==> src/rtl/soc_membus_arbiter.sv <==
// Shares one memory-bus slave port among MASTER_COUNT masters: master 0 has fixed priority, the rest are served round-robin.
// Latency: one cycle from a request to s_req; every completion is followed by one IDLE cycle.
// Backpressure: the grant stays locked until slave valid, master abort or watchdog timeout; other requesters wait.
module soc_membus_arbiter #(
    parameter int          MASTER_COUNT   = 3,
    parameter int          TIMEOUT_CYCLES = 255,
    parameter logic [31:0] ERROR_DATA     = 32'h0
) (
    input  logic                         clk,
    input  logic                         res,
    input  logic [MASTER_COUNT-1:0]      m_req,
    input  logic [32*MASTER_COUNT-1:0]   m_addr,
    input  logic [32*MASTER_COUNT-1:0]   m_write_data,
    input  logic [MASTER_COUNT-1:0]      m_write_en,
    input  logic [4*MASTER_COUNT-1:0]    m_byte_en,
    output logic [31:0]                  m_read_data,
    output logic [MASTER_COUNT-1:0]      m_valid,
    output logic [31:0]                  s_addr,
    output logic [31:0]                  s_write_data,
    output logic                         s_write_en,
    output logic [3:0]                   s_byte_en,
    output logic                         s_req,
    input  logic [31:0]                  s_read_data,
    input  logic                         s_valid,
    output logic [MASTER_COUNT-1:0]      grant,
    output logic                         timeout_err
);

    localparam int IW = $clog2(MASTER_COUNT);
    localparam int WW = $clog2(TIMEOUT_CYCLES + 1);
    localparam logic [WW-1:0] WD_LAST = WW'(TIMEOUT_CYCLES - 1);
    localparam logic [WW-1:0] WD_MAX  = '1;

    typedef enum logic {IDLE, BUSY} state_t;

    state_t          state;
    logic [IW-1:0]   g_idx;
    logic [IW-1:0]   rr_last;
    logic [WW-1:0]   wd_cnt;
    logic            win_vld;
    logic [IW-1:0]   win_idx;
    logic [IW-1:0]   cand_idx;
    logic            wd_expired;

    assign wd_expired = (wd_cnt == WD_LAST);

    // Pick the next winner: master 0 outright, else the first low-priority requester after rr_last.
    always_comb begin
        win_vld  = 1'b0;
        win_idx  = '0;
        cand_idx = '0;
        if (m_req[0]) begin
            win_vld = 1'b1;
        end else begin
            for (int k = 1; k < MASTER_COUNT; k++) begin
                // Rotate over 1..N-1 only; index 0 never takes part in the ring.
                cand_idx = IW'(((int'(rr_last) - 1 + k) % (MASTER_COUNT - 1)) + 1);
                if (!win_vld && m_req[cand_idx]) begin
                    win_vld = 1'b1;
                    win_idx = cand_idx;
                end
            end
        end
    end

    // Route the granted master to the slave and the slave response back; everything is quiet when idle.
    always_comb begin
        s_addr       = '0;
        s_write_data = '0;
        s_write_en   = 1'b0;
        s_byte_en    = '0;
        s_req        = 1'b0;
        m_read_data  = '0;
        m_valid      = '0;
        if (state == BUSY) begin
            s_addr       = m_addr[32*g_idx +: 32];
            s_write_data = m_write_data[32*g_idx +: 32];
            s_write_en   = m_write_en[g_idx];
            s_byte_en    = m_byte_en[4*g_idx +: 4];
            s_req        = m_req[g_idx];
            m_read_data  = s_read_data;
            if (s_valid) begin
                m_valid[g_idx] = 1'b1;
            end else if (m_req[g_idx] && wd_expired) begin
                // Watchdog completion: hand the master a defined error word instead of hanging it.
                m_valid[g_idx] = 1'b1;
                m_read_data    = ERROR_DATA;
            end
        end
    end

    // Arbitration FSM: grant on a win, hold until completion/abort/timeout, then one IDLE cycle.
    always_ff @(posedge clk or negedge res) begin
        if (!res) begin
            state       <= IDLE;
            grant       <= '0;
            g_idx       <= '0;
            rr_last     <= IW'(MASTER_COUNT - 1);
            wd_cnt      <= '0;
            timeout_err <= 1'b0;
        end else begin
            timeout_err <= 1'b0;
            case (state)
                IDLE: begin
                    if (win_vld) begin
                        state  <= BUSY;
                        grant  <= {{(MASTER_COUNT-1){1'b0}}, 1'b1} << win_idx;
                        g_idx  <= win_idx;
                        wd_cnt <= '0;
                        if (win_idx != '0) begin
                            rr_last <= win_idx;
                        end
                    end
                end
                BUSY: begin
                    if (s_valid || !m_req[g_idx]) begin
                        state <= IDLE;
                        grant <= '0;
                    end else if (wd_expired) begin
                        state       <= IDLE;
                        grant       <= '0;
                        timeout_err <= 1'b1;
                    end else if (wd_cnt != WD_MAX) begin
                        wd_cnt <= wd_cnt + 1'b1;
                    end
                end
                default: begin
                    state <= IDLE;
                    grant <= '0;
                end
            endcase
        end
    end

endmodule

==> config.mk <==
export PLATFORM = sky130hd
export DESIGN_NAME = soc_membus_arbiter
export DESIGN_NICKNAME = d
export VERILOG_FILES = /design/src/rtl/soc_membus_arbiter.sv
export SDC_FILE = /design/constraint.sdc
export NUM_CORES = 1
export LEC_CHECK = 0
export ABC_AREA = 1
export CORE_AREA = 4 4 134 136
export CTS_CLUSTER_SIZE = 28
export DETAILED_ROUTE_END_ITERATION = 10
export DIE_AREA = 0 0 138 140
export GPL_ROUTABILITY_DRIVEN = 0
export SYNTH_ARGS = -nofsm -noshare
export SYNTH_HDL_FRONTEND = slang
export SYNTH_SLANG_ARGS = --single-unit
==> constraint.sdc <==
create_clock -name clk -period 1.9 [get_ports clk]
set_input_delay 0.38 -clock clk [delete_from_list [all_inputs] [get_ports clk]]
set_output_delay 0.38 -clock clk [all_outputs]
set_load 0.1 [all_outputs]
Word-level counts from Yosys, hierarchy flattened. Index checks and enable logic that the tools add are counted.

Add/sub/neg operators: 6. Order comparisons: 4. Eq/ne operators: 7. Shift operators: 4. Muxes and demuxes: 44. Bitwise gates (word level): 3. Reduce and logical (&&, ||, !) cells: 11.

Operators with widths (count): 96-bit by 8-bit indexed part select with 32-bit output (2); 32-bit 2-to-1 mux (5); 8-bit 2-to-1 mux (4); 3-bit 2-to-1 mux (6); 1-bit 2-to-1 mux (17); 8-bit case mux with 2 select lines (1); 12-bit by 5-bit indexed part select with 4-bit output (1); 2-bit by 3-bit < comparator with 1-bit output, second input constant (3); 8-bit by 1-bit adder with 8-bit output, second input constant (1); 1-bit binary-select mux with 2-bit select (4); 8-bit equality test, second input constant (1); 8-bit != test, second input constant (1); 2-bit 2-to-1 mux (3); 2-bit != test, second input constant (3); 3-bit case mux with 2 select lines (1); 2-bit adder, second input constant (2); 3-bit by 2-bit adder with 4-bit output, second input constant (1); 3-bit by 3-bit adder with 4-bit output, second input constant (1); 4-bit 2-to-1 mux (1); 2-bit AND reduction (2); 4-bit AND reduction (1); 1-bit logical AND (3); 3-bit by 1-bit != test with 1-bit output, second input constant (1); 3-bit AND reduction (1); other kinds (11) (13).

Register bits after elaboration: 17. Input bits: 245. Output and inout bits: 109. Logic and storage cells: 85.

Depth between registers and ports, before layout. Gate-level depths: netlist of the first run.

Word-level depth: 15. Mapped depth: 9. Gate-level depth less buffers: 9.

Worst setup path after synthesis of the first run. Ideal clock, no wire load.

Kind: register to output. Start: reg g_idx[1]. End: out s_write_data[13]. Arrival time: 2623 ps. Data required time: 1520 ps. Slack: -1103 ps. Cell stages (with the launch flop): 5. Buffers on the path: 1. Path through: dfrtp_1 nor2_2 clkbuf_1 nand2_1 a31oi_1.

Longest elaborated chain between the ends: 2.

Ends and longest elaborated chain: start, declared (line 37) `logic [IW-1:0] g_idx;`; start signal, assigned (line 108) `g_idx <= win_idx;`; 96-bit by 8-bit indexed part select with 32-bit output (line 77) `s_write_data = m_write_data[32*g_idx +: 32];`; 32-bit 2-to-1 mux (line 75) `if (state == BUSY) begin`; end, declared (line 19) `output logic [31:0] s_write_data,`.

Every way passes these cells.

Worst setup path in the final report of the first run.
Start: reg g_idx[0]. End: out m_read_data[19].

Longest elaborated chain between the ends: 6.

Ends and longest elaborated chain: 1-bit binary-select mux with 2-bit select (line 84) `end else if (m_req[g_idx] && wd_expired) begin`; 1-bit 2-to-1 mux (implied by the code) (line 84); 1-bit logical AND (line 84); 32-bit 2-to-1 mux (line 84); 32-bit 2-to-1 mux (line 82) `if (s_valid) begin`; 32-bit 2-to-1 mux (line 75); end, declared (line 16) `output logic [31:0] m_read_data,`.

Every way passes these cells. The select of a mux whose other input is x is not followed.

==> results of run 1 <==
-- metal layers --
metal	wire, um	share of wire (%)
met5	0	0
met4	760	3.6
met2	10700	51
met1	8230	39
met3	1470	7.0
-- cell type report --
type	count	area share, %
clock buffers	4	0.900
diodes	2	0.0507
flip-flops and latches	16	4.10
repair buffers	423	56.0
inverters	101	5.72
well taps	225	2.85
multi-input cells	453	30.3
-- worst paths after layout --
check	start	end	slack [ns]	depth (start not counted)
worst max register to register	state	wd_cnt[6]	0.25	7
worst max-delay path	g_idx[0]	m_read_data[19]	-0.34	9
worst min register to register	grant[2]	grant[2]	0.48	2
max in group asynchronous	res	state	1.25	2
worst min-delay path	res	g_idx[0]	0.45	2
min in group clk	grant[2]	grant[2]	0.48	2
-- timing repair --
| action | in CTS | in global routing |
|---|---|---|
| buffers inserted | 12 | 5 |
| endpoints found under the setup margin | 105 | 105 |
| cloned | 4 | 4 |
| resized for setup | 87 | 67 |
| pin swaps | 13 | 14 |
| hold buffers | 0 | 0 |
-- stage by stage --
| step | setup slack (ns) | hold slack (ns) | TNS (ns) |
|---|---|---|---|
| finish | -0.342 | 0.450 | -29.41 |
| global route | -0.415 | 0.468 | -36.70 |
| CTS | -0.360 | 0.457 | -31.12 |
| detailed placement | -0.360 | 0.470 | -12.60 |
| global placement | -0.339 | 0.461 | -11.78 |
| floorplan | -0.186 | 0.0844 | -6.51 |
-- registers in the layout, summed over array words and instances, names as in the netlist --
| register | count |
|---|---|
| timeout_err | 1 |
| state | 1 |
| wd_cnt | 8 |
| g_idx | 2 |
| grant | 3 |
| rr_last | 1 |
-- cell usage in the layout, fill, tap and decap left out, types with 7 or more instances in the layout --
cell | netlist | final
sky130_fd_sc_hd__buf_4 | 3 | 35
sky130_fd_sc_hd__nand3_1 | 133 | 108
sky130_fd_sc_hd__clkinvlp_4 | 0 | 48
sky130_fd_sc_hd__buf_12 | 0 | 128
sky130_fd_sc_hd__clkdlybuf4s50_1 | 0 | 243
sky130_fd_sc_hd__dfrtp_1 | 16 | 13
sky130_fd_sc_hd__clkbuf_16 | 0 | 7
sky130_fd_sc_hd__nor2_4 | 0 | 38
sky130_fd_sc_hd__a31oi_4 | 0 | 21
sky130_fd_sc_hd__nand3_2 | 2 | 26
sky130_fd_sc_hd__nand2_4 | 0 | 14
sky130_fd_sc_hd__inv_1 | 96 | 48
sky130_fd_sc_hd__nand2_2 | 0 | 50
sky130_fd_sc_hd__nor2_1 | 51 | 14
sky130_fd_sc_hd__nand2_1 | 227 | 162
sky130_fd_sc_hd__buf_6 | 0 | 8
-- worst max-delay path, delay by kind of cell (launching register included) --
kind	cells	cell delay, ns
buffers and inverters	4	0.66
DFF	1	0.47
and+or+nand+nor	4	0.40
AOI/OAI and AO/OA	1	0.06
-- cells by family (layout without fill, tap and decap cells) --
kind of cell    count (synthesis)  after routing
compound gates                 29             29
xor+xnor                        3              3
fa+ha+maj                       2              2
buf+inv                       142            528
flops                          16             16
other cells                     0              2
simple gates                  419            419
==> flow_summary.json, run 1 <==
{
  "status": "complete, but fails checks",
  "failed_checks": "setup timing",
  "globalRouteMet2Util_pct": 36.2,
  "drt_iter0_markers": 212,
  "layout.cells.non_filler": 1224,
  "synth_ff_type": "sky130_fd_sc_hd__dfrtp_1",
  "utilization_pct": 58.3,
  "critPathKind": "register to primary output",
  "initial_antenna_violation_count": 2,
  "vias_in_the_first_global_route": 5519,
  "report.final.setup_viol": 105,
  "synth_common_cells": "sky130_fd_sc_hd__nand2_1 (227), sky130_fd_sc_hd__nand3_1 (133), sky130_fd_sc_hd__inv_1 (96), sky130_fd_sc_hd__nor2_1 (51), sky130_fd_sc_hd__a31oi_1 (22)",
  "path_common_cell": "sky130_fd_sc_hd__buf_12",
  "detail_route.vias_per_cell": 4.44,
  "fin_nets": 1245,
  "largest_family_of_logic_cells_by_synthesized_area": "simple AND/OR/NAND/NOR gates",
  "clockRootBuffer": "sky130_fd_sc_hd__clkbuf_16",
  "drv_slew": 0,
  "die_x_um": 138,
  "kind_of_start_point_of_the_critical_path": "register",
  "floorplan.rows": 48,
  "post_synth_instance_area_um2": 2960,
  "tritoncts.num_buffers": 3,
  "fmaxAchievable_mhz": 446,
  "most_frequently_used_cell_type_in_the_post_synthesis_netlist": "sky130_fd_sc_hd__nand2_1",
  "worst_slew_pin_slew_ns": 0.356,
  "multi_input_area_um2": 2990,
  "critical-path-slowest-cell": "sky130_fd_sc_hd__dfrtp_2",
  "max_cap_violations": 0,
  "multiplexer_share_of_the_synthesized_area_pct": 0,
  "die-area_um2": 19300,
  "synth-simple-area-share_pct": 59.9,
  "synth_compound_gate_area_share_pct": 6.12,
  "detail_route.wirelength_um": 21100,
  "yosys.cell_types.count": 25,
  "unrepaired_setup_endpoints_after_global_routing": "true",
  "finalWorstSetupSlack_ns": -0.342,
  "cts_num_sinks": 16,
  "cts_tree": "done",
  "design.core.area_um2": 16900,
  "stdcell_area_um2": 9870,
  "post-synth-top-area-cell": "sky130_fd_sc_hd__nand2_1",
  "ys_seq_area_share_pct": 13.5,
  "die_y_um": 140,
  "grtUsageMet3_pct": 4.54,
  "cts-htree-levels": 1,
  "clk_pin_slew_worst_paths_ns": 0.05,
  "final.period_utilization_pct": 118,
  "async_reset_ff_share_pct": 100,
  "placed_cells": 1201,
  "top_usage_layer": "met2",
  "ys_seq_elements": 16,
  "starting_density_of_the_core_pct": 17.5,
  "routedWlPerCell_um": 17.3,
  "critical-path-max-stage-delay_ns": 0.47,
  "synth.yosys.warnings": 0,
  "synth_edf_count": 0,
  "antenna_left": 0,
  "area_growth_pct": 233,
  "clock_insertion_delay_worst_skew_ns": 0.25,
  "layout_min_cycle_time_ns": 2.24,
  "placement.io_buffers": 353,
  "grt_first_pass_wirelength_um": 31200,
  "dp_hpwl_um": 16600,
  "cp-end-kind": "primary output",
  "clock_skew_ns": 0.00337,
  "path_max_fanout": 11,
  "cp.arrival_ns": 1.86,
  "avg_inst_size_synth_um2": 4.85,
  "timing.hold.worst.class": "primary input to asynchronous set/reset pin",
  "grtUsageMet1_pct": 23.3,
  "largest_net_degree_at_the_start_of_global_routing": 37,
  "max_slew_margin_pct": 76.3,
  "ios": 354,
  "placed_area_um2": 9010,
  "synth_top_cell_area_share_pct": 28.7,
  "synth_nets": 858,
  "post_synth_inst_count": 611,
  "final.fill_count": 1505,
  "grt_overflow_total": 0,
  "parity_gate_share_of_the_synthesized_area_counting_xor_and_xnor_cells_pct": 0.886,
  "vias_after_detailed_routing": 5437,
  "path_cells": "buf_4, nand3_1, nand3_2, nand3_4, o21ai_4, buf_12, buf_12, nor2_4, buf_12",
  "post_synth_fa_ha_maj_area_fraction_pct": 0.844,
  "cts.path.max_buffers": 2,
  "drc": 0,
  "grtUsageTotal_pct": 20.0,
  "area.sequential_um2": 404,
  "report.final.hold_viol_count": 0,
  "first_pass_iters": 4,
  "netlist_top_cells_area": "sky130_fd_sc_hd__nand2_1 (29%), sky130_fd_sc_hd__nand3_1 (22%), sky130_fd_sc_hd__dfrtp_1 (14%)",
  "drive_above_1_share_pct": 39.4,
  "required_ns": 1.52
}
Power of run 1 is not shown: default switching activity piles up to over one toggle a cycle in this logic, so the estimate is an artifact.
==> inputs of run 2 (changes only) <==
Settings changed: CTS_CLUSTER_SIZE 28 to 14, TNS_END_PERCENT from default to 20.
==> run 2 against run 1 <==
Compared with the run above:
- the run still ends with setup timing left
- non-clock buffer count shrank 18
- wire length shrank 6.4%
- first-iteration DRC count grew 9.4%
- clock-buffer cell count stayed put
- design area decreased by 7.3%
- utilization down 4.2 points
- clock skew is essentially flat
- sequential cell count is the same
- setup slack worse by 0.018 ns
- critical endpoint is now m_read_data[18]
- register-to-register slack gained 0.11 ns
==> flow_summary.json, run 2 (synthesis results as in run 1) <==
{
  "die_y_um": 140,
  "finalHoldWorstSlack_ns": 0.459,
  "first_pass_iters": 4,
  "cts.path.max_buffers": 2,
  "required_ns": 1.52,
  "max_cap_violations": 0,
  "design.core.area_um2": 16900,
  "placed_cells": 1194,
  "largest_reg_flops": 8,
  "drt_iter0_markers": 232,
  "area_growth_pct": 209,
  "status": "complete, but fails checks",
  "drv_slew": 0,
  "clock_insertion_delay_worst_skew_ns": 0.25,
  "drive_above_1_share_pct": 32.6,
  "tritoncts.num_buffers": 3,
  "n_antenna_cell": 0,
  "grt_first_pass_wirelength_um": 30500,
  "fin_nets": 1227,
  "largest_net_degree_at_the_start_of_global_routing": 49,
  "cts_num_sinks": 16,
  "cp.arrival_ns": 1.88,
  "unrepaired_setup_endpoints_after_global_routing": "true",
  "critPathKind": "register to primary output",
  "clk_pin_slew_worst_paths_ns": 0.05,
  "routedWlPerCell_um": 16.4,
  "cts_tree": "done",
  "clockRootBuffer": "sky130_fd_sc_hd__clkbuf_16",
  "layout_commonest_cell": "sky130_fd_sc_hd__clkdlybuf4s50_1",
  "final.period_utilization_pct": 119,
  "finalWorstSetupSlack_ns": -0.361,
  "timing.hold.worst.class": "primary input to asynchronous set/reset pin",
  "max_slew_margin_pct": 70.3,
  "grt_overflow_total": 0,
  "die-area_um2": 19300,
  "starting_density_of_the_core_pct": 17.5,
  "fmaxAchievable_mhz": 442,
  "report.final.setup_viol": 104,
  "detail_route.vias_per_cell": 4.34,
  "layout_min_cycle_time_ns": 2.26,
  "detail_route.wirelength_um": 19800,
  "cp-end-kind": "primary output",
  "clock_skew_ns": 0.00338,
  "floorplan.rows": 48,
  "initial_antenna_violation_count": 0,
  "vias_after_detailed_routing": 5230,
  "layout.cells.non_filler": 1204,
  "report.final.hold_viol_count": 0,
  "kind_of_start_point_of_the_critical_path": "register",
  "dp_hpwl_um": 16000,
  "antenna_left": 0,
  "failed_checks": "setup timing",
  "cts-htree-levels": 1,
  "drc": 0,
  "die_x_um": 138,
  "worst_slew_pin_slew_ns": 0.445,
  "layout_common_cells": "sky130_fd_sc_hd__clkdlybuf4s50_1 (241), sky130_fd_sc_hd__nand2_1 (208), sky130_fd_sc_hd__buf_12 (121), sky130_fd_sc_hd__nand3_1 (118), sky130_fd_sc_hd__inv_2 (51)",
  "ios": 354,
  "post_route_setup_tns_ns": -26.35,
  "placement.io_buffers": 353,
  "path_max_fanout": 8,
  "vias_in_the_first_global_route": 5229,
  "grtUsageTotal_pct": 19.4,
  "max_flop_register": "wd_cnt",
  "biggestRegsByFlops": "wd_cnt x8, grant x3, g_idx x2"
}
==> run 2: critical path, stage by stage, from the launching register on <==
cell and delay (ns):
sky130_fd_sc_hd__dfrtp_2 0.44, sky130_fd_sc_hd__nor2_4 0.17, sky130_fd_sc_hd__nand2_1 0.08, sky130_fd_sc_hd__nand3_2 0.09, sky130_fd_sc_hd__nand3_2 0.11, sky130_fd_sc_hd__o21ai_4 0.21
sky130_fd_sc_hd__buf_12 0.16, sky130_fd_sc_hd__buf_16 0.15, sky130_fd_sc_hd__nor2_4 0.04, sky130_fd_sc_hd__buf_12 0.16
==> run 2: final cells by class <==
type                    instances  area, um2
flip-flops and latches         16        404
well taps                     225        282
clock buffers                   4       88.8
repair buffers                405       5250
multi-input cells             453       2740
fillers                      1562       7790
inverters                     101        385
==> run 2: metal layers <==
metal / wire length [um] / GRT usage [%]
met1: 7970 / 24.1
met2: 10100 / 34.4
met3: 1290 / 4.57
met4: 466 / 3.69
met5: 0 / 0
==> run 2: worst paths after layout <==
check / from / endpoint / slack (ns) / cells past startpoint
max in group asynchronous: res / state / 1.23 / 2
worst max-delay path: g_idx[1] / m_read_data[18] / -0.36 / 9
worst max register to register: wd_cnt[0] / wd_cnt[0] / 0.36 / 10
worst min register to register: grant[0] / grant[0] / 0.51 / 2
min in group clk: grant[0] / grant[0] / 0.51 / 2
worst min-delay path: res / grant[0] / 0.46 / 2
==> run 2: repair_timing <==
item / in CTS / in global routing
pin swaps: 7 / 4
setup buffers: 4 / 0
gates cloned: 2 / 0
endpoints found under the setup margin: 105 / 105
hold buffers: 0 / 0
resized for setup: 80 / 32
==> run 2: through the flow <==
stage / cell area (um2) / setup slack, ns / util, %
6_report: 9150 / -0.361 / 54.0
3_5_place_dp: 8750 / -0.415 / 51.6
2_1_floorplan: 3540 / -0.210 / -
4_1_cts: 9040 / -0.360 / 53.4
3_3_place_gp: 8750 / -0.387 / 51.6
5_1_grt: 9150 / -0.440 / 54.0
Power of run 2 is left out for the same reason.
==> patch, RTL diff (flow settings as in run 1) <==
The parameter `TIMEOUT_CYCLES` goes from 255 to 510.
--- a/src/rtl/soc_membus_arbiter.sv
+++ b/src/rtl/soc_membus_arbiter.sv
@@ -3,7 +3,7 @@
 // Backpressure: the grant stays locked until slave valid, master abort or watchdog timeout; other requesters wait.
 module soc_membus_arbiter #(
     parameter int          MASTER_COUNT   = 3,
-    parameter int          TIMEOUT_CYCLES = 255,
+    parameter int          TIMEOUT_CYCLES = 510,
     parameter logic [31:0] ERROR_DATA     = 32'h0
 ) (
     input  logic                         clk,
Function: no difference found for any inputs over 4 cycles, from zero or initial values; that may be too few to reach the edited logic, so the function may still have changed.
==> patch against run 1 <==
  * The run still ends with negative setup slack left
  * Synthesized area up 3.1%
  * Clock skew shrank 0.0024 ns
  * Wire length up 20%
  * Cell area up 17%
  * Register-to-register slack worse by 0.12 ns
  * Sequential cell count increased by 1
  * Sequential share of layout area is 0.38 points lower
  * Setup slack got worse by 0.0042 ns
  * Critical path type unchanged
  * Critical endpoint is now m_valid[0]
==> patch: results (changes against run 1) <==
run_status:
  status: "complete, but fails checks"
  violations: "negative setup slack"
sta:
  finClkSkew_ns: 0.000960  # -0.00241 ns
  max-slew-margin-rel: 0.749  # -0.0133
  setup_ws_ns: -0.346  # -0.00423 ns
  holdWs_ns: 0.460  # +0.0100 ns
  setup_viol: 105  # unchanged
  fin_setup_tns_ns: -26.85  # +2.56 ns
placed_design:
  place_hpwl_mm: 16.9  # +1.3%
  place_area_um2: 9110  # +1.1%
grt:
  antenna_found_initial: 4  # +2
  grt_pass1_wl_mm: 35.6  # +14%
  grt_max_degree: 23  # -38%
  grt_pass1_vias: 5900  # +6.9%
logic_synthesis:
  synthTopCellsByCount: "231 x nand2_1, 131 x nand3_1, 96 x inv_1, 42 x nor2_1, 23 x a31oi_1"
  synth_compound_area_frac: 0.0770  # +0.0158
  synthAdderAreaFrac: 0.0123  # +0.00384
routing:
  wl_per_cell_um: 20.0  # +16%
  drt_iter0_drc: 176  # -17%
clock_network:
  post-cts-setup-buffers: 26  # +14
  postCtsResizedCells: 221  # +150%
finish:
  fin_nets: 1288  # +3.5%
  drive_above_1_share: 0.554  # +0.160
  top_regs: "wd_cnt (9), grant (3), g_idx (2)"
worst_setup_path:
  reg2reg_slack_ns: 0.13  # -0.12 ns
  critPathMaxFanout: 4  # -7
-- patch: cell types whose count changed after synthesis, sizes merged, moves of 2 or more --
cell	run 1	this run
nor2	52	44
nand2	227	233
nand3	135	132
clkbuf	16	20
a21oi	0	4
o211ai	2	0
buf	25	22
nor3b	2	0
nand4	2	5
-- patch: worst max-delay path by stage --
stage | start | endpoint | slack, ns | cells after the start
2_1_floorplan | g_idx[0] | m_valid[0] | -0.23 | 6
3_3_place_gp | m_req[2] | m_read_data[10] | -0.30 | 8
3_5_place_dp | m_req[2] | m_read_data[24] | -0.34 | 8
4_1_cts | wd_cnt[1] | m_read_data[13] | -0.31 | 10
5_1_grt | wd_cnt[1] | m_valid[0] | -0.42 | 9
6_report | g_idx[0] | m_valid[0] | -0.35 | 8
-- patch: routing by layer --
layer,track usage,up-vias,wire length [µm]
met5,0,-,13
met2,0.412,320,13000
li1,-,2790,-
met3,0.0594,69,1750
met1,0.270,2763,9460
met4,0.0946,2,1120
-- patch: cell families (layout without fill, tap and decap cells) --
kind of cell             Yosys count  count (layout)
AO/OA/AOI/OAI                     36              36
XOR/XNOR                           2               2
adder cells (fa/ha/maj)            3               3
buffers and inverters            142             565
flip-flops                        17              17
other                              0               3
AND/OR/NAND/NOR                  416             416
-- patch: power breakdown --
group / internal (mW) / switching [mW]
Combinational: 9.19 / 14.4
Clock: 0.285 / 0.140
Sequential: 0.443 / 0.133
-- patch: final cells by class --
type / count / area [µm²]
diodes: 3 / 7.51
well taps: 225 / 282
inverters: 100 / 573
repair inverters: 1 / 16.3
repair buffers: 460 / 6280
flip-flops and latches: 17 / 429
multi-input cells: 457 / 3890
clock buffers: 4 / 78.8
fillers: 1203 / 5380
